## config.mk

```make
export PLATFORM = sky130hd
export DESIGN_NAME = demux_stream_1_n
export DESIGN_NICKNAME = d
export VERILOG_FILES = /design/src/rtl/demux_stream_1_n.sv
export SDC_FILE = /design/constraint.sdc
export NUM_CORES = 1
export LEC_CHECK = 0
export ABC_CLOCK_PERIOD_IN_PS = 2000
export CAP_MARGIN = 30
export CORE_MARGIN = 1
export CORE_UTILIZATION = 42
export DETAILED_ROUTE_END_ITERATION = 12
export GPL_ROUTABILITY_DRIVEN = 1
export PLACE_DENSITY_LB_ADDON = 0.3
export SLEW_MARGIN = 10
export SYNTH_ARGS = -nofsm -noshare
export SYNTH_HDL_FRONTEND = slang
export SYNTH_SLANG_ARGS = --single-unit
export TNS_END_PERCENT = 20
```

## constraint.sdc

```tcl
create_clock -name Clock_In -period 2 [get_ports Clock_In]
set_input_delay 0.5 -clock Clock_In [delete_from_list [all_inputs] [get_ports Clock_In]]
set_output_delay 0.5 -clock Clock_In [all_outputs]
set_load 0.02 [all_outputs]
```

## src/rtl/demux_stream_1_n.sv

```systemverilog
// demux_stream_1_n: registered valid/ready 1:N stream demultiplexer.
// One input stream is steered into CHANNELS one-entry holding slots. The target
// is Select_In (addressed mode) or an internal rotating pointer (round-robin).
// Each slot drains independently through its own valid/ready pair.
// Optional feature macro: DEMUX_DROP_COUNT_EN adds a 16-bit saturating
// dropped-beat counter on Drop_Count_Out.
// Ports:
//   Clock_In, Reset_n_In (synchronous, active-low)
//   Enable_In, Mode_In (0 addressed / 1 round-robin)
//   Valid_In, Ready_Out, Data_In, Select_In     : input stream
//   DEMUX_Valid_Out, DEMUX_Ready_In, DEMUX_Data_Out : per-channel streams
//   Drop_Pulse_Out                             : out-of-range beat discarded
//   Drop_Count_Out                             : dropped-beat count (optional)
module demux_stream_1_n #(
  parameter int unsigned DATA_WIDTH = 8,
  parameter int unsigned CHANNELS   = 8,
  parameter int unsigned SEL_WIDTH  = $clog2(CHANNELS)
) (
  input  logic                           Clock_In,
  input  logic                           Reset_n_In,
  input  logic                           Enable_In,
  input  logic                           Mode_In,
  input  logic                           Valid_In,
  output logic                           Ready_Out,
  input  logic [DATA_WIDTH-1:0]          Data_In,
  input  logic [SEL_WIDTH-1:0]           Select_In,
  output logic [CHANNELS-1:0]            DEMUX_Valid_Out,
  input  logic [CHANNELS-1:0]            DEMUX_Ready_In,
  output logic [CHANNELS*DATA_WIDTH-1:0] DEMUX_Data_Out,
`ifdef DEMUX_DROP_COUNT_EN
  output logic [15:0]                    Drop_Count_Out,
`endif
  output logic                           Drop_Pulse_Out
);

  localparam int unsigned CNT_W = 16;

  logic [SEL_WIDTH-1:0]                 rr_ptr;
  logic [CHANNELS-1:0]                  valid_q;
  logic [CHANNELS-1:0][DATA_WIDTH-1:0]  data_q;
  logic                                 drop_pulse_q;

  logic [SEL_WIDTH-1:0]                 target_c;
  logic                                 in_range_c;
  logic                                 busy_c;
  logic                                 accept_c;
  logic [CHANNELS-1:0]                  load_c;

  // Target selection and range check.
  assign target_c   = Mode_In ? rr_ptr : Select_In;
  assign in_range_c = (32'(target_c) < CHANNELS);

  // Per-slot load decode; busy when the target slot is full and not draining.
  // Loop-based decode avoids indexing past CHANNELS for out-of-range targets.
  always_comb begin
    busy_c = 1'b0;
    load_c = '0;
    for (int k = 0; k < int'(CHANNELS); k++) begin
      if (target_c == SEL_WIDTH'(k)) begin
        busy_c    = valid_q[k] & ~DEMUX_Ready_In[k];
        load_c[k] = accept_c;
      end
    end
  end

  assign Ready_Out = Enable_In & ~busy_c;
  assign accept_c  = Valid_In & Ready_Out;

  // Holding slots: a load in the same cycle as a drain keeps the slot full.
  always_ff @(posedge Clock_In) begin
    if (!Reset_n_In) begin
      valid_q <= '0;
      data_q  <= '0;
    end else begin
      for (int k = 0; k < int'(CHANNELS); k++) begin
        valid_q[k] <= load_c[k] | (valid_q[k] & ~DEMUX_Ready_In[k]);
        if (load_c[k]) begin
          data_q[k] <= Data_In;
        end
      end
    end
  end

  // Round-robin pointer advances only on accepted beats in round-robin mode.
  always_ff @(posedge Clock_In) begin
    if (!Reset_n_In) begin
      rr_ptr <= '0;
    end else if (accept_c && Mode_In) begin
      rr_ptr <= (rr_ptr == SEL_WIDTH'(CHANNELS - 1)) ? '0 : rr_ptr + SEL_WIDTH'(1);
    end
  end

  // Drop indication for accepted out-of-range beats.
  always_ff @(posedge Clock_In) begin
    if (!Reset_n_In) begin
      drop_pulse_q <= 1'b0;
    end else begin
      drop_pulse_q <= accept_c & ~in_range_c;
    end
  end

`ifdef DEMUX_DROP_COUNT_EN
  logic [CNT_W-1:0] drop_cnt_q;

  // Saturating dropped-beat counter.
  always_ff @(posedge Clock_In) begin
    if (!Reset_n_In) begin
      drop_cnt_q <= '0;
    end else if (accept_c && !in_range_c && (drop_cnt_q != {CNT_W{1'b1}})) begin
      drop_cnt_q <= drop_cnt_q + CNT_W'(1);
    end
  end

  assign Drop_Count_Out = drop_cnt_q;
`endif

  assign DEMUX_Valid_Out = valid_q;
  assign DEMUX_Data_Out  = data_q;
  assign Drop_Pulse_Out  = drop_pulse_q;

endmodule

```

Word level (Yosys, flattened, before mapping)
Index checks and enable logic that the tools add are counted.
Cells by class
  $add $sub $neg: 1
  multiply operators: 0
  divide/modulo/power cells: 0
  magnitude comparators: 0
  equal/unequal tests: 8
  shift-type cells: 0
  mux-type cells: 18
  bitwise gates (word level): 27
  reduce and logical (&&, ||, !) cells: 2
Operators with widths (count)
  $mux 1: 16
  $eq 3x3->1 const B: 5
  $and 1x1->1: 10
  $not 1->1: 9
  $or 1x1->1: 8
  $eq 3x2->1 const B: 2
  $mux 3: 2
  $add 3x1->3 const B: 1
  $eq 3x1->1 const B: 1
  $logic_not 3->1: 1
  $logic_and 1x1->1: 1
Storage, ports and cells
  bits in registers: 75
  latch bits: 0
  memory bits (writable): 0
  ROM bits: 0
  input bits: 24
  output and inout bits: 74
  word-level logic and storage cells: 66
  memories: 0

Depth between registers and ports, before layout
  depth in word-level cells: 15
  gate-level depth with buffers: 7
  gate-level depth less buffers: 5

Worst setup path after synthesis
Ideal clock, no wire load.
  path type: input port to output port
  start point: in Mode_In
  end point: out Ready_Out
  arrival: 1695 ps
  data required time: 1500 ps
  slack: -195 ps
  cell stages on the path: 5
  path buffers: 1
  cells stage by stage: buf_6 mux2i_1 or4b_4 o21a_1 and3_1
On the way
  word-level cells in the longest chain between the ends: 12
  elaborated cells on any way between the ends: 19
  classes of those cells: eq/ne (7); mux (9); bitwise (2); reduce/logical (1)
RTL lines
  start: declaration: RTL line 22  | input logic Mode_In,
  $mux 3 (*): RTL line 50  | assign target_c = Mode_In ? rr_ptr : Select_In;
  $logic_not 3->1: RTL line 59  | if (target_c == SEL_WIDTH'(k)) begin
  $mux 1 (7 in series): RTL line 59
  $mux 1 (*): RTL line 59
  $not 1->1 (*): RTL line 66  | assign Ready_Out = Enable_In & ~busy_c;
  $and 1x1->1 (*): RTL line 66
  end: declaration: RTL line 24  | output logic Ready_Out,
Mark *: on every way between the ends. The rest lies on a longest branch, timed or not.

Worst setup path after layout
Same ends and word-level chain as after synthesis.

==> PnR_summary.wiki <==
{| class="wikitable"
! Metric !! Value
|-
| Portion of synthesized cell area occupied by the leading cell type || 47.4%
|-
| Post-synthesis sequential element count || 75
|-
| Library cell occupying the most area in the post-synthesis netlist || dfxtp_1
|-
| Run status || finished, violations left
|-
| Number of standard cells after synthesis || 300
|-
| Number of I/O pins || 98
|-
| Crit-path max cell delay || 300 ps
|-
| Commonest cells after routing, fill and taps aside || clkdlybuf4s50_1 (83), dfxtp_1 (72), mux2i_1 (69), nand2_1 (47), buf_4 (39)
|-
| Width of the chip || roughly 89 µm
|-
| Count of input and output buffers || 96
|-
| Critical path buffer and inverter count || 3
|-
| Clock tree root driver cell || clkbuf_8
|-
| DRC Markers || 0
|-
| Initial DRC Count || 65
|-
| Cell with the biggest individual delay on the critical path || mux2_4
|-
| Number of unique standard cell types used by synthesis || 34
|-
| Worst hold path class || reg2reg
|-
| Clock buffers created by TritonCTS || 9
|-
| Largest delay share family, worst path || multiplexers
|-
| TritonRoute pass-1 iters || 4
|-
| Maximum fanout along the worst path || 5
|-
| Clock latency on the worst-skew pair || 340 ps
|-
| Area Growth Syn to Fin || 51.5%
|-
| Upper clock frequency limit || 0.444 GHz
|-
| Power density cells || 656 nW/µm²
|-
| R2R depth || 7
|-
| Die Outline Area || 7900 µm²
|-
| Count of nets left with antenna violations after detail routing || 0
|-
| Core Box Area || 7290 µm²
|-
| Maximum clock insertion buffer count || 2
|-
| Synth Warn # || 0
|-
| Cell Rows || 31
|-
| Deepest level of the CTS H-tree || 3
|-
| Initial antenna violation count || 0
|-
| Leading cell type in the layout, fill and taps excluded || clkdlybuf4s50_1
|-
| Half-perimeter wire length after placement || 5650 µm
|-
| Final worst slack || -254 ps
|-
| Fin nets || 458
|-
| Leakage power || 0.00213 µW
|-
| Critical Path End Type || output pin
|-
| Average wire length per cell after detail routing || 14.8 µm
|-
| Fin crit period || 2250 ps
|-
| Final routed wirelength across all metal layers || 7950 µm
|-
| Number of nets produced by synthesis || 326
|-
| Slack of the worst reg-to-reg path || 70 ps
|-
| Combined global-route utilization of all metal layers || 20.4%
|-
| Crit-path most repeated cell || buf_6
|-
| Required time of the critical path || approximately 1500 ps
|-
| Max Transition Viols Final || 0
|-
| Sinks on the clock net || 75
|-
| Portion of the post-synthesis area used by sequential elements || a little under half
|-
| GRT Residual Overflow || 0
|-
| Worst endpoint data arrival time || between 1500 and 2000 ps
|-
| Maximum vdd ir drop || 0.422 mV
|-
| Failing checks || negative setup slack
|-
| TritonCTS clock tree || yes
|-
| Logic depth of the worst path, buffers included || 7
|-
| Number of stages on the worst hold path || 2
|-
| Final period util || 113%
|-
| N_diodes || 0
|-
| CP Class || in2out
|-
| Total negative slack || -254 ps
|-
| Routed via count || 2,569
|-
| Clock-pin transition on the worst setup and hold timing paths || 70 ps
|-
| Cell Area, Synth || approximately 3200 µm²
|-
| Clock skew || 4.51 ps
|-
| Critical path launch point type || primary input
|-
| Setup repair after global routing missed its margin || true
|-
| Ratio of cells with drive above 1 in the final layout || 21.5%
|-
| Max capacitance violation total || 0
|-
| Cells traversed along the worst timing path || buf_6 -> mux2i_4 -> buf_4 -> mux2_4 -> o21a_1 -> and3_4 -> buf_6
|-
| Cell types occupying the most area after synthesis || dfxtp_1 (47%), mux2i_1 (23%), nor2b_1 (6.5%)
|-
| Via count of the first global-routing pass || 2,459
|-
| Number of hold violations in the final report || 0
|-
| Hold_ws || 459 ps
|-
| Via-per-instance ratio || 4.79
|-
| Largest net degree at the start of global routing || 53
|-
| Initial standard-cell utilization of the core || 43.5%
|-
| Final setup violation count || 1
|-
| Post-synthesis area per instance || 10.6 µm²
|-
| CTS hold repair buffers || 0
|-
| First-pass GRT wire length || 12,100 µm
|-
| Final Wtd Congestion || between 0.8 and 0.9
|-
| Post-Place Setup Slack || -1200 ps
|-
| Y dimension of the die || 88.9 µm
|}
[sequential cells by signal (all words and copies together) (netlist names)]
name             count
rr_ptr               3
DEMUX_Data_Out      64
DEMUX_Valid_Out      8
[synth_stat cells]
| master | count |
|---|---|
| and2b_2 | 4 |
| or3_1 | 2 |
| dfxtp_1 | 75 |
| buf_4 | 1 |
| a211oi_1 | 1 |
| clkbuf_8 | 3 |
| nor2_1 | 5 |
| mux2_2 | 1 |
| nand2b_1 | 4 |
| nand2_1 | 47 |
| or2b_2 | 1 |
| and2_2 | 1 |
| o22ai_2 | 1 |
| and3_1 | 1 |
| ha_1 | 2 |
| clkbuf_1 | 6 |
| o21ai_0 | 1 |
| a21oi_2 | 1 |
| mux2i_1 | 72 |
| a32oi_4 | 1 |
| a21boi_0 | 4 |
| buf_2 | 5 |
| nor3_1 | 6 |
| or4b_4 | 1 |
| nor2b_1 | 33 |
| conb_1 | 1 |
| o211ai_2 | 1 |
| inv_1 | 1 |
| nand3b_1 | 3 |
| mux2_4 | 1 |
| nand3_1 | 4 |
| o21a_1 | 5 |
| buf_6 | 4 |
| nor4b_4 | 1 |
[area by class of cell]
cell class,count,area (µm²)
inverters,1,3.75
flip-flops and latches,75,1510
multi-input cells,205,1610
fillers,638,2490
clock inverters,4,72.6
clock buffers,12,155
well taps,99,124
repair buffers,140,1330
[power breakdown]
| group | switching [µW] | internal (µW) | total (µW) |
|---|---|---|---|
| logic | 156 | 165 | 322 |
| registers | 12.3 | 1510 | 1530 |
| clock network | 533 | 769 | 1300 |
[path summary, 6_finish.rpt]
kind,from,endpoint
worst max register to register,rr_ptr[0],DEMUX_Data_Out[10]
worst min register to register,DEMUX_Data_Out[20],DEMUX_Data_Out[20]
worst min-delay path,DEMUX_Data_Out[20],DEMUX_Data_Out[20]
worst max-delay path,Mode_In,Ready_Out
[per-layer routing]
| layer | share of wire [%] | vias up | GRT usage [%] | wire length, µm |
|---|---|---|---|---|
| met5 | 0 | - | 0 | 0 |
| met4 | 1.5 | 0 | 8.21 | 117 |
| met3 | 5.4 | 8 | 4.76 | 433 |
| met2 | 50 | 69 | 34.9 | 3960 |
| met1 | 43 | 1221 | 24.8 | 3440 |
| li1 | - | 1271 | - | - |
[cells by family after synthesis]
kind of cell,synth area share [%]
simple gates,19.1
flops,47.4
mux,23.6
buf+inv,4.58
compound gates,4.46
fa+ha+maj,0.789
other cells,0.118
[tightest hold or removal path: stages (launching register included)]
cell	delay, ps
dfxtp_1	310
nand2_1	50
mux2i_1	50
[repair_timing]
| item | in CTS | in global routing |
|---|---|---|
| hold endpoints to repair | 0 | 0 |
| endpoints found under the setup margin | 73 | 23 |
| pin swaps | 4 | 5 |
| setup buffers | 3 | 3 |
| gates resized for setup | 28 | 21 |
[per-stage QoR]
stage | std cells | power (µW) | area (µm²) | utilization, %
3_5_place_dp | 515 | 1870 | 4470 | 61.3
4_1_cts | 534 | 3170 | 4750 | 65.1
6_report | 536 | 3150 | 4800 | 65.9
2_1_floorplan | 300 | 1720 | 3190 | -
3_3_place_gp | 515 | 1860 | 4470 | 61.3
5_1_grt | 536 | 3270 | 4800 | 65.9
Note: power is estimated with default switching activity, not from simulation.
